===== src/rtl/prefetch_fetch_unit_pkg.sv =====
// Shared types and vectors for the prefetch fetch stage and its queue.
package prefetch_fetch_unit_pkg;

  localparam logic [31:0] resetVector = 32'h0000_0000;
  localparam logic [31:0] trapVector  = 32'h0000_0080;

  typedef struct packed {
    logic stall;
    logic flush;
  } Control;

  typedef struct packed {
    logic        valid;
    logic [31:0] instruction;
    logic [31:0] programCounter;
    logic [31:0] programCounterPlus4;
  } FetchDecodePayload;

  typedef struct packed {
    logic [31:0] instruction;
    logic [31:0] programCounter;
  } FetchQueueEntry;

  typedef enum logic [1:0] {
    RedirectNone,
    RedirectTrap,
    RedirectBranch,
    RedirectPredict
  } RedirectKind;

endpackage


===== src/rtl/prefetch_fetch_unit_queue.sv =====
// Prefetch FIFO of fetched {instruction, PC} pairs; pointers carry an extra
// wrap bit so full and empty are distinguishable without a separate counter.
module prefetch_queue
  import prefetch_fetch_unit_pkg::*;
#(
  parameter int DEPTH = 4,
  parameter int CW    = $clog2(DEPTH + 1)
) (
  input  logic           clock,
  input  logic           reset,
  input  logic           push,
  input  logic           pop,
  input  logic           clear,
  input  FetchQueueEntry pushEntry,
  output FetchQueueEntry headEntry,
  output logic           headValid,
  output logic [CW-1:0]  count
);

  localparam int AW = $clog2(DEPTH);

  FetchQueueEntry storage [DEPTH];
  logic [AW:0]    writePointer;
  logic [AW:0]    readPointer;
  logic [AW:0]    occupancy;
  logic           doPop;
  logic           full;

  assign occupancy = writePointer - readPointer;
  assign count     = CW'(occupancy);
  assign headValid = occupancy != '0;
  assign full      = occupancy == (AW + 1)'(DEPTH);
  assign doPop     = pop && headValid;
  assign headEntry = headValid ? storage[readPointer[AW-1:0]] : '0;

  always_ff @(posedge clock) begin
    if (reset || clear) begin
      writePointer <= '0;
      readPointer  <= '0;
    end else begin
      if (push) writePointer <= writePointer + (AW + 1)'(1);
      if (doPop) readPointer <= readPointer + (AW + 1)'(1);
    end
  end

  always_ff @(posedge clock) begin
    if (push && !clear) storage[writePointer[AW-1:0]] <= pushEntry;
  end

  // Credits bound outstanding plus queued entries, so a push can never find the queue full.
  assert property (@(posedge clock) disable iff (reset) !(push && !clear && full && !doPop));

endmodule


===== src/rtl/prefetch_fetch_unit.sv =====
// Fetch stage with credit-limited prefetch: issues requests ahead of decode,
// drops responses made stale by redirects, and feeds the decode boundary register.
module prefetch_fetch_unit
  import prefetch_fetch_unit_pkg::*;
#(
  parameter int DEPTH = 4,
  parameter int CW    = $clog2(DEPTH + 1)
) (
  input  logic              clock,
  input  logic              reset,
  input  logic              controlReset,
  input  logic              branchValid,
  input  logic [31:0]       branchData,
  input  logic              branchPredictValid,
  input  logic [31:0]       branchPredictData,
  input  Control            fetchDecodeControl,
  output logic              instructionRequest,
  output logic [31:0]       instructionAddress,
  input  logic              instructionReady,
  input  logic              instructionDataValid,
  input  logic [31:0]       instructionData,
  output logic              headValid,
  output logic [31:0]       headProgramCounter,
  output logic [31:0]       headInstruction,
  output FetchDecodePayload fetchDecodePayload
);

  localparam logic [CW:0] creditLimit = (CW + 1)'(DEPTH);

  logic [31:0]    fetchPC;
  logic [31:0]    responsePC;
  logic [31:0]    redirectTarget;
  logic [CW-1:0]  outstanding;
  logic [CW-1:0]  discard;
  logic [CW-1:0]  queueCount;
  logic [CW:0]    creditsUsed;
  RedirectKind    redirectKind;
  logic           redirect;
  logic           accept;
  logic           push;
  logic           pop;
  logic           stall;
  logic           flush;
  FetchQueueEntry headEntry;
  FetchQueueEntry pushEntry;

  assign stall = fetchDecodeControl.stall;
  assign flush = fetchDecodeControl.flush;

  // A prediction only counts when the head it predicts for is actually leaving this cycle.
  always_comb begin
    redirectKind   = RedirectNone;
    redirectTarget = fetchPC;
    if (controlReset) begin
      redirectKind   = RedirectTrap;
      redirectTarget = trapVector;
    end else if (branchValid) begin
      redirectKind   = RedirectBranch;
      redirectTarget = branchData;
    end else if (branchPredictValid && headValid && !stall) begin
      redirectKind   = RedirectPredict;
      redirectTarget = branchPredictData;
    end
  end

  assign redirect           = redirectKind != RedirectNone;
  assign creditsUsed        = {1'b0, outstanding} + {1'b0, queueCount};
  assign instructionRequest = !reset && !redirect && (creditsUsed < creditLimit);
  assign instructionAddress = fetchPC;
  assign accept             = instructionRequest && instructionReady;
  assign push               = instructionDataValid && !redirect && (discard == '0);
  assign pop                = (redirectKind != RedirectTrap) && !flush && !stall;
  assign pushEntry          = '{instruction: instructionData, programCounter: responsePC};
  assign headProgramCounter = headEntry.programCounter;
  assign headInstruction    = headEntry.instruction;

  prefetch_queue #(
    .DEPTH(DEPTH),
    .CW   (CW)
  ) queue (
    .clock    (clock),
    .reset    (reset),
    .push     (push),
    .pop      (pop),
    .clear    (redirect),
    .pushEntry(pushEntry),
    .headEntry(headEntry),
    .headValid(headValid),
    .count    (queueCount)
  );

  // On redirect every request still in flight becomes a response to throw away.
  always_ff @(posedge clock) begin
    if (reset) begin
      fetchPC     <= resetVector;
      responsePC  <= resetVector;
      outstanding <= '0;
      discard     <= '0;
    end else if (redirect) begin
      fetchPC     <= redirectTarget;
      responsePC  <= redirectTarget;
      outstanding <= outstanding - CW'(instructionDataValid);
      discard     <= outstanding - CW'(instructionDataValid);
    end else begin
      if (accept) fetchPC <= fetchPC + 32'd4;
      if (push) responsePC <= responsePC + 32'd4;
      outstanding <= outstanding + CW'(accept) - CW'(instructionDataValid);
      if (instructionDataValid && (discard != '0)) discard <= discard - CW'(1);
    end
  end

  always_ff @(posedge clock) begin
    if (reset || controlReset) begin
      fetchDecodePayload <= '0;
    end else if (flush) begin
      fetchDecodePayload.valid <= 1'b0;
    end else if (!stall) begin
      if (headValid) begin
        fetchDecodePayload <= '{valid:               1'b1,
                                instruction:         headEntry.instruction,
                                programCounter:      headEntry.programCounter,
                                programCounterPlus4: headEntry.programCounter + 32'd4};
      end else begin
        fetchDecodePayload.valid <= 1'b0;
      end
    end
  end

endmodule


===== config.mk =====
export PLATFORM = sky130hd
export DESIGN_NAME = prefetch_fetch_unit
export DESIGN_NICKNAME = d
export VERILOG_FILES = /design/src/rtl/prefetch_fetch_unit_pkg.sv /design/src/rtl/prefetch_fetch_unit_queue.sv /design/src/rtl/prefetch_fetch_unit.sv
export SDC_FILE = /design/constraint.sdc
export NUM_CORES = 1
export LEC_CHECK = 0
export ABC_AREA = 1
export CAP_MARGIN = 20
export CORE_ASPECT_RATIO = 0.8
export CORE_MARGIN = 3
export CORE_UTILIZATION = 50
export DETAILED_ROUTE_END_ITERATION = 10
export GPL_ROUTABILITY_DRIVEN = 0
export GPL_TIMING_DRIVEN = 0
export PLACE_DENSITY_LB_ADDON = 0.3
export SYNTH_ARGS = -nofsm -noshare
export SYNTH_HDL_FRONTEND = slang
export SYNTH_SLANG_ARGS = --single-unit

===== constraint.sdc =====
create_clock -name clock -period 5.7 [get_ports clock]
set_input_delay 1.14 -clock clock [delete_from_list [all_inputs] [get_ports clock]]
set_output_delay 1.14 -clock clock [all_outputs]
set_load 0.05 [all_outputs]

==> flow_metrics.py <==
metrics = {
    "worst_setup_path": {
        "rr_startpoint": "queue.writePointer[0]",
        "endpoint": "headProgramCounter[14]",
        "crit_fanout": 10,
        "cp_slowest_cell": "clkdlybuf4s50_1",
        "critical_path_buf_inv_count": 9,
        "r2r_end": "fetchDecodePayload[16]",
        "cp_common_cell": "inv_1",
        "cp.required_ps": 4560,
        "worstPathArrival_ps": 4350,
        "worst_path_largest_cell_delay_ps": 810,
        "rr_worst_depth": 23,
        "critPathLaunch": "queue.writePointer[0]",
        "endpoint_kind": "output port",
        "critPathLaunchType": "flip-flop",
        "cp_top_family": "buffers and inverters",
        "path_cells": "inv_1, ha_1, inv_1, fa_1, inv_1, nand2_1, nand2_1, nand2_2, nand3_4, buf_4, buf_4, buf_2, buf_2, nand2_1, inv_1, clkdlybuf4s50_1",
        "rrSetupSlack_ps": 1360,
        "critical_path_class": "reg -> out",
        "cp.depth": 16,
    },
    "synthesis": {
        "synth_warnings": 0,
        "synth.distinct_cells": 54,
        "synthFlopType": "edfxtp_1",
        "ys_ff_latch": 427,
        "synth_area_um2": 20200,
        "synthCells": 2380,
        "syn_area_per_cell_um2": 8.47,
        "synth-edff-count": 256,
        "ys_seq_area_share_pct": 55.1,
        "synth.net_count": 2504,
        "async_flop_share_pct": 0,
    },
    "clocking": {
        "cts_tree": "done",
        "clockBufferDepth": 3,
        "clk_pin_slew_ps": 60,
        "post_cts_buffers": 0,
        "numCtsBuffers": 43,
        "htree_levels": 2,
        "clock-sinks": 427,
        "cts-root-buf": "clkbuf_16",
        "insertion_delay_ps": 570,
    },
    "cells_and_area": {
        "synthToLayoutAreaGrowth_pct": 26.0,
        "multiInputGateArea_um2": 7550,
        "layout_commonest_cell": "nand2_1",
        "final_cell_mix": "576 x nand2_1, 378 x nor2_1, 296 x clkdlybuf4s50_1, 256 x edfxtp_1, 226 x inv_1",
        "fill_cells": 3220,
        "finalNetCount": 2855,
        "drive_above_1_share_pct": 7.31,
        "stdcell_area_um2": 25400,
        "seq_area_um2": 11100,
        "stdcell_count": 3303,
    },
    "grt": {
        "grt_usage_pct": 29.4,
        "grt_pass1_wl_um": 97700,
        "grt_overflow": 0,
        "antenna_found_initial": 1,
        "grt_max_degree": 30,
        "grt_pass1_vias": 17274,
    },
    "min_path": {
        "hold_path.class": "reg -> reg",
    },
    "sta": {
        "finalCriticalPeriod_ps": 5490,
        "setup_slack_ps": 206,
        "rsz0062_at_grt": "false",
        "finalHoldViolCount": 0,
        "hold_ws_ps": 466,
        "clock-skew-final_ps": 24.7,
        "slew_viol_final": 0,
        "max-slew-margin-rel_pct": 47.3,
        "max_slew.worst_pin.slew_ps": 788,
        "max_freq_mhz": 182,
        "setup_viol": 0,
        "period_share_pct": 96.4,
    },
    "placement": {
        "numPortBuffers": 297,
        "pre_cts_slack_ps": 704,
        "dp_hpwl_um": 47700,
        "dpl.cell_count": 3222,
        "place_area_um2": 24000,
    },
    "routing": {
        "avgViaCountPerCell": 5.56,
        "num_vias": 18360,
        "drtIter0Drc": 2495,
        "drc": 0,
        "drtAntennaViolNets": 0,
        "routed_wl_um": 64900,
        "wl_per_cell_um": 19.7,
        "first_pass_iters": 6,
    },
    "power": {
        "netSwitchingFraction_pct": 24.0,
        "p_sw_w": 0.00160,
        "power_density_nw_per_um2": 262,
        "seq_power_share_pct": 51.0,
        "p_leak_nw": 10.3,
        "p_int_w": 0.00506,
        "p_clk_share_pct": 41.8,
        "ir_drop_v": 0.000261,
        "comb_power_share_pct": 7.3,
    },
    "floorplan": {
        "rows": 65,
        "die_x_um": 230,
        "io-pin-count": 300,
        "fp.dieH_um": 186,
        "die_area_um2": 42800,
        "core_area_um2": 39600,
        "start_util_pct": 50.9,
    },
    "flow_run": {
        "maxCapViolCount": 0,
    },
    "status": {
        "status": "complete, no violations",
    },
}
## registers in the layout (all words and copies together), names as in the netlist, named ones only
register and flops:
instructionAddress 31, responsePC 31, queue.storage 256, queue.writePointer 3, outstanding 3, queue.readPointer 3
discard 3, fetchDecodePayload 95
## area by class of cell
class	count	area share [%]
Tap cell	536	2.64
Clock buffer	52	4.41
Antenna cell	2	0.0197
Timing Repair Buffer	306	12.4
Clock inverter	27	1.04
Inverter	236	3.50
Multi-Input combinational cell	1598	29.7
Buffer	119	2.52
Sequential cell	427	43.7
## what timing repair did
action | 4_1_cts | 5_1_grt
gates resized for setup | 0 | 1
hold buffers | 0 | 0
setup endpoints to repair | 0 | 1
## layer usage
metal	vias to the layer above	global-route usage, %	routed length (um)
met5	-	0	0
met4	0	10.1	2140
met3	157	5.32	7770
met2	1170	46.4	29000
met1	8530	41.1	26000
li1	8503	-	-
## power groups by stage
| stage | Clock, W | Combinational [W] | Sequential [W] |
|---|---|---|---|
| 2_1_floorplan | 0 | 0.000223 | 0.00348 |
| 3_3_place_gp | 0 | 0.000458 | 0.00346 |
| 3_5_place_dp | 0 | 0.000473 | 0.00346 |
| 4_1_cts | 0.00279 | 0.000477 | 0.00339 |
| 5_1_grt | 0.00292 | 0.000522 | 0.00340 |
| 6_report | 0.00278 | 0.000484 | 0.00339 |
## Yosys cell counts (3+ instances only)
master	instances	share of area (%)
buf_4	18	0.67
nand2_1	576	11
nor3_1	24	0.60
o211ai_1	19	0.71
nor4_1	3	0.093
nor2_1	382	7.1
or2_2	13	0.40
nor2_4	4	0.22
o21ai_2	3	0.13
o22ai_1	36	1.1
buf_2	39	0.97
a211oi_1	4	0.15
a21oi_1	45	1.1
o21ai_1	15	0.37
inv_1	226	4.2
o21ai_0	198	4.9
nand4_1	15	0.47
ha_1	17	1.1
nand2_2	8	0.25
inv_2	9	0.17
clkbuf_1	46	0.86
a31oi_1	17	0.53
buf_6	10	0.56
nand3_2	8	0.40
buf_1	5	0.093
edfxtp_1	256	38
dfxtp_1	171	17
nand3_1	127	3.2
xor2_1	40	1.7
nor2_2	4	0.12
xnor2_1	14	0.61
## worst min-delay path by stage
stage	to	start	slack [ps]	depth (start not counted)
after floorplan	flip-flop	queue.readPointer[1]	480	2
after global placement	fetchDecodePayload[2]	fetchDecodePayload[2]	460	2
after detailed placement	fetchDecodePayload[2]	fetchDecodePayload[2]	460	2
after CTS	fetchDecodePayload[2]	fetchDecodePayload[2]	470	2
after global routing	fetchDecodePayload[2]	fetchDecodePayload[2]	490	2
final	fetchDecodePayload[2]	fetchDecodePayload[2]	470	2
## per-stage QoR
stage / power (W) / utilization (%) / TNS, ps
floorplan: 0.00370 / - / 0
CTS: 0.00666 / 64.1 / 0
global route: 0.00684 / 64.1 / 0
finish: 0.00666 / 64.1 / 0
detailed placement: 0.00393 / 60.6 / 0
global placement: 0.00392 / 60.1 / -542710
## worst reg2reg max path, stage by stage, from the launching register on
cell and delay, ps:
dfxtp_1 340, inv_1 130, ha_1 170, inv_1 50, fa_1 390, inv_1 70
nand2_1 70, nand2_1 80, nand2_2 70, nand3_4 180, buf_4 240, buf_4 230
buf_2 340, buf_2 440, nand2_1 100, inv_1 150, ha_1 310, nand4_4 200
nor2_4 190, nand3_1 180, nand2_1 140, nand3b_1 80, nand2_1 60, nor2_1 40
## kinds of logic (layout without fill, tap and decap cells)
logic type / count (synthesis) / in the layout / synth area share (%)
AO/OA/AOI/OAI: 347 / 347 / 9.45
buffers and inverters: 355 / 740 / 7.58
flip-flops: 427 / 427 / 55.1
XOR/XNOR: 54 / 54 / 2.35
adder cells (fa/ha/maj): 19 / 19 / 1.25
other: 0 / 2 / 0
AND/OR/NAND/NOR: 1177 / 1177 / 24.2
multiplexers: 1 / 1 / 0.0497
Power figures use the tool's default switching activity.
